`src/rtl/fp16_quant_pkg.sv`:
```
// Shared types and constants for the FP16 -> INT4 group quantizer.
// The scale helper maps the group's largest biased exponent to the FP16 scale word.
package fp16_quant_pkg;

    localparam int FP16_EXP_W = 5;
    localparam int FP16_MAN_W = 10;
    localparam int FP16_BIAS  = 15;
    localparam int INT4_MAX   = 7;
    localparam int INT4_MIN   = -8;

    typedef struct packed {
        logic                  sign;
        logic [FP16_EXP_W-1:0] exp;
        logic [FP16_MAN_W-1:0] man;
    } fp16_t;

    typedef enum logic {
        FILL = 1'b0,
        EMIT = 1'b1
    } quant_state_e;

    // Scale is 2^(emax-17); emax 1 and 2 land in the FP16 subnormal range.
    function automatic logic [15:0] scale_from_emax(input logic [FP16_EXP_W-1:0] emax);
        logic [15:0] scale;
        case (emax)
            5'd0:    scale = 16'h0000;
            5'd1:    scale = 16'h0100;
            5'd2:    scale = 16'h0200;
            default: scale = {1'b0, emax - 5'd2, 10'b0};
        endcase
        return scale;
    endfunction

endpackage

```
`src/rtl/fp16_int4_quant_elem.sv`:
```
// Combinational quantizer for one FP16 element against the group's max exponent.
// Produces a saturated, round-half-away-from-zero signed INT4 code.
module fp16_int4_quant_elem
    import fp16_quant_pkg::*;
(
    input  fp16_t                 value,
    input  logic [FP16_EXP_W-1:0] emax,
    output logic [3:0]            code
);

    logic [FP16_EXP_W-1:0] d;
    logic [13:0]           mag;
    logic [13:0]           shifted;
    logic [14:0]           rounded;
    logic [3:0]            q;

    always_comb begin
        d       = emax - value.exp;
        // 1.m with three guard bits; integer part of v sits at bit 11 after the shift.
        mag     = {1'b1, value.man, 3'b000};
        shifted = mag >> d;
        rounded = {1'b0, shifted} + 15'd1024;
        q       = 4'(rounded >> 11);
        if (d >= 5'd4) begin
            q = 4'd0;
        end

        code = 4'd0;
        if (value.exp == '1) begin
            if (value.man == '0) begin
                code = value.sign ? 4'(INT4_MIN) : 4'(INT4_MAX);
            end
        end else if (value.exp != '0) begin
            if (value.sign) begin
                code = (q == 4'd8) ? 4'(INT4_MIN) : 4'(~q + 4'd1);
            end else begin
                code = (q == 4'd8) ? 4'(INT4_MAX) : q;
            end
        end
    end

endmodule

```
`src/rtl/fp16_int4_quant.sv`:
```
// Group-wise FP16 -> INT4 quantizer: buffers G elements while tracking the max
// exponent, then streams out codes with one shared power-of-two FP16 scale.
module fp16_int4_quant
    import fp16_quant_pkg::*;
#(
    parameter int G = 8
) (
    input  logic        clk,
    input  logic        rst_n,
    input  logic        in_valid,
    output logic        in_ready,
    input  logic [15:0] in_fp16,
    output logic        out_valid,
    input  logic        out_ready,
    output logic [3:0]  out_int4,
    output logic [15:0] out_scale,
    output logic        out_last
);

    localparam int IW = (G > 1) ? $clog2(G) : 1;
    localparam logic [IW-1:0] LAST_IDX = IW'(G - 1);

    // Handshake: a transfer happens on a rising edge where valid && ready are both 1;
    // the producer holds data stable while valid is high and ready is low.

    quant_state_e          state;
    logic [IW-1:0]         wr_idx;
    logic [IW-1:0]         rd_idx;
    logic [FP16_EXP_W-1:0] emax;
    fp16_t                 mem [G];
    fp16_t                 in_elem;
    logic [3:0]            elem_code;

    assign in_elem = in_fp16;

    always_ff @(posedge clk or negedge rst_n) begin
        if (!rst_n) begin
            state  <= FILL;
            wr_idx <= '0;
            rd_idx <= '0;
            emax   <= '0;
            for (int i = 0; i < G; i++) begin
                mem[i] <= '0;
            end
        end else begin
            case (state)
                FILL: begin
                    if (in_valid) begin
                        mem[wr_idx] <= in_elem;
                        if (in_elem.exp > emax) begin
                            emax <= in_elem.exp;
                        end
                        if (wr_idx == LAST_IDX) begin
                            state  <= EMIT;
                            wr_idx <= '0;
                        end else begin
                            wr_idx <= wr_idx + 1'b1;
                        end
                    end
                end
                EMIT: begin
                    if (out_ready) begin
                        if (rd_idx == LAST_IDX) begin
                            state  <= FILL;
                            rd_idx <= '0;
                            emax   <= '0;
                        end else begin
                            rd_idx <= rd_idx + 1'b1;
                        end
                    end
                end
                default: state <= FILL;
            endcase
        end
    end

    fp16_int4_quant_elem u_elem (
        .value (mem[rd_idx]),
        .emax  (emax),
        .code  (elem_code)
    );

    // All outputs derive from registered state, so they hold while stalled.
    assign in_ready  = (state == FILL);
    assign out_valid = (state == EMIT);
    assign out_last  = (state == EMIT) && (rd_idx == LAST_IDX);
    assign out_int4  = (state == EMIT) ? elem_code : 4'd0;
    assign out_scale = (state == EMIT) ? scale_from_emax(emax) : 16'h0000;

endmodule

```
`config.mk`:
```
export PLATFORM = sky130hd
export DESIGN_NAME = fp16_int4_quant
export DESIGN_NICKNAME = d
export VERILOG_FILES = /design/src/rtl/fp16_quant_pkg.sv /design/src/rtl/fp16_int4_quant_elem.sv /design/src/rtl/fp16_int4_quant.sv
export SDC_FILE = /design/constraint.sdc
export NUM_CORES = 1
export LEC_CHECK = 0
export BUFFER_PORTS_ARGS = -buffer_cell sky130_fd_sc_hd__buf_2
export CAP_MARGIN = 20
export CORE_MARGIN = 3
export CORE_UTILIZATION = 48
export CTS_BUF_LIST = sky130_fd_sc_hd__clkbuf_2 sky130_fd_sc_hd__clkbuf_4 sky130_fd_sc_hd__clkbuf_8
export CTS_CLUSTER_DIAMETER = 50
export DETAILED_ROUTE_END_ITERATION = 6
export PLACE_DENSITY_LB_ADDON = 0.3
export SLEW_MARGIN = 10
export SYNTH_ARGS = -nofsm -noshare
export SYNTH_HDL_FRONTEND = slang
export SYNTH_SLANG_ARGS = --single-unit
```
`constraint.sdc`:
```
create_clock -name clk -period 10.9 [get_ports clk]
set_clock_uncertainty 0.1 [all_clocks]
set_input_delay 0 -clock clk [delete_from_list [all_inputs] [get_ports clk]]
set_output_delay 0 -clock clk [all_outputs]
set_load 0.01 [all_outputs]
```
==> out/qor.csv <==
metric,value,unit
grt_max_degree,72,
finalSetupViolCount,0,
via_per_inst,5.78,
pin_count,43,
power.total,2.59,mW
drt_iter0_drc,304,
core_region_area,14000,µm²
numCtsBuffers,17,
p_int,1.61,mW
ant_nets,0,
syn-mean-instance-area,12.8,µm²
tritoncts,done,
cts_root_buf,clkbuf_8,
cts-resized-gates,0,
hold_class,input pin to asynchronous set/reset pin,
cts-hold-fix-buffers,19,
cellPowerDensity,325,nW/µm²
synth_edf_count,0,
netlist_area,6930,µm²
synthTopCellsByArea,"dfrtp_1 (51%), mux2_2 (19%), mux4_2 (4.2%), ha_1 (2.9%), nand2_1 (2.6%)",
grt_pass1_wl,25.2,mm
power_leakage,3.65,nW
reg2reg_setup_slack,8.10,ns
cp_slowest_cell,mux4_2,
ys.flop_type,dfrtp_1,
timing.critical_path.mode_cell,ha_1,
status,"complete, no violations",
syn2layout_area_growth,14.9,%
gr-usage-all-layers,20.2,%
rows,43,
n_antenna_cell,0,
numPortBuffers,33,
clk_path_buf_depth,2,
synth_top_area_cell,dfrtp_1,
drv_slew,0,
setup_ws,5.18,ns
worst_pin_slew,1.13,ns
layout_common_cells,"dfrtp_1 (140), mux2_2 (115), nand2_1 (48), buf_2 (32), o21ai_0 (28)",
ys_ff_latch,140,
rsz0062_at_grt,no,
finish.utilization,56.9,%
grt-ovfl-total,0,
ir_drop,0.125,mV
drc,0,
crit_fanout,21,
nets,640,
maxCapViolations,0,
dp.final_hpwl,9.90,mm
dpl_worst_slack,5.69,ns
synth-async-reset-ratio,100,%
endpoint_kind,primary output,
seq_power_share,33.8,%
seq_area_frac_synth,50.6,%
required,10.80,ns
p_sw_share,37.7,%
grt_antenna_before_repair,0,
grt_pass1_vias,4876,
cp_cell_sequence,buf_4 > mux4_2 > mux2_2 > ha_1 > inv_1 > fa_1 > nand3_1 > and3_1 > o21a_1 > nor3_4 > o21ai_0 > a31oi_1 > ha_1 > inv_1 > xnor2_1 > nand2_1 > ha_1 > nor2_1 > nor4b_1 > a41oi_1 > a41oi_1 > o21bai_1 > a31o_2 > buf_2,
worst_ep_arrival_time,5.62,ns
synthCells,543,
p_switching,976,µW
yosys_warnings,0,
clock-sinks,140,
die_w,126,µm
post-cts-setup-buffers,0,
layout_min_cycle_time,5.72,ns
wl_per_cell,19.2,µm
finalHoldViolations,0,
clkTransAtPathRegs,0.08,ns
max_stage_delay,0.55,ns
relSlewSlack,24.2,%
cp-start-kind,flip-flop,
dr.pass1.iters,4,
drt-total-wl,15.2,mm
clkPwrFrac,19.1,%
period_share,52.5,%
ys_types,58,
critPathKind,flip-flop to primary output,
fin_hold_ws,0.0147,ns
clock_latency,0.44,ns
htree_levels,4,
place_congestion,0.885,
dieArea,15900,µm²
netlist.area_leader.share,50.6,%
layout_commonest_cell,dfrtp_1,
dr_total_vias,4593,
initial_core_util,49.5,%
max_freq,0.175,GHz
drive_above_1_share,34.6,%
dieHeight,126,µm
setup_tns,0,ns
p_comb_share,47.1,%
[cell type report]
type                       count  area [µm²]
clock buffer                  19         255
clock inverter                12         219
fill                        1132        6030
inverter                      17        63.8
multi-input combinational    364        3240
sequential                   140        3500
tap                          180         225
timing repair buffer          63         452
[path summary, 6_finish.rpt]
path                              from           to  depth (start not counted)
max                          rd_idx[1]  out_int4[3]                         24
min                              rst_n      mem[29]                          2
max reg2reg                  out_valid      mem[49]                          5
min reg2reg                   mem[108]     mem[108]                          2
max in group asynchronous        rst_n     mem[111]                          3
min in group clk           in_fp16[10]      mem[10]                          3
[cells in the mapped netlist (6+ instances only)]
library cell	n
a21oi_1	8
nor4b_1	6
nand2_1	48
buf_4	9
nor4_1	17
inv_1	16
mux2i_1	12
ha_1	16
mux4_2	13
o21ai_0	28
dfrtp_1	140
nor3_1	7
mux2_2	115
clkbuf_1	13
nor2_1	13
[power by group through the flow]
| stage | sequential, mW | clock (mW) | combinational [mW] |
|---|---|---|---|
| global placement | 0.867 | 0 | 1.15 |
| floorplan | 0.843 | 0 | 0.943 |
| CTS | 0.873 | 0.506 | 1.21 |
| detailed placement | 0.883 | 0 | 1.20 |
| finish | 0.874 | 0.495 | 1.22 |
| global route | 0.905 | 0.527 | 1.35 |
[critical path: cells and delay by family (launching register included)]
family	cells	cell delay (ns)
AOI/OAI and AO/OA	7	1.26
and+or+nand+nor	6	1.09
muxes	2	0.85
adders and majority gates	4	0.82
buffers and inverters	4	0.62
DFF	1	0.33
xor gates and xnor gates	1	0.22
[logic make-up (layout without fill, tap and decap cells)]
family | after synthesis | in the layout | share of synthesized area, %
compound gates | 71 | 71 | 6.61
xor+xnor | 3 | 3 | 0.379
fa+ha+maj | 17 | 17 | 3.18
buf+inv | 47 | 111 | 3.30
flops | 140 | 140 | 50.6
mux | 147 | 147 | 27.2
other cells | 1 | 9 | 0.0541
simple gates | 117 | 117 | 8.74
[flip-flops by register name, summed over array words and instances, names as in the netlist]
signal / count
emax: 5
mem: 128
out_valid: 1
rd_idx: 3
wr_idx: 3
[metal layers]
metal  GRT usage, %  routed length, µm  share of wire [%]  vias up
met5              0                  0                  0        -
met4           7.63                352                2.3        0
met3           3.94                489                3.2       26
met2           32.6               7320                 48      100
met1           27.3               7090                 46     2358
li1               -                  -                  -     2109
[stage by stage]
| step | cell area, µm² | cells |
|---|---|---|
| 5_1_grt | 7960 | 795 |
| 6_report | 7960 | 795 |
| 4_1_cts | 7950 | 794 |
| 3_5_place_dp | 7280 | 744 |
| 3_3_place_gp | 7280 | 744 |
| 2_1_floorplan | 6960 | 551 |
Power figures use the tool's default switching activity.
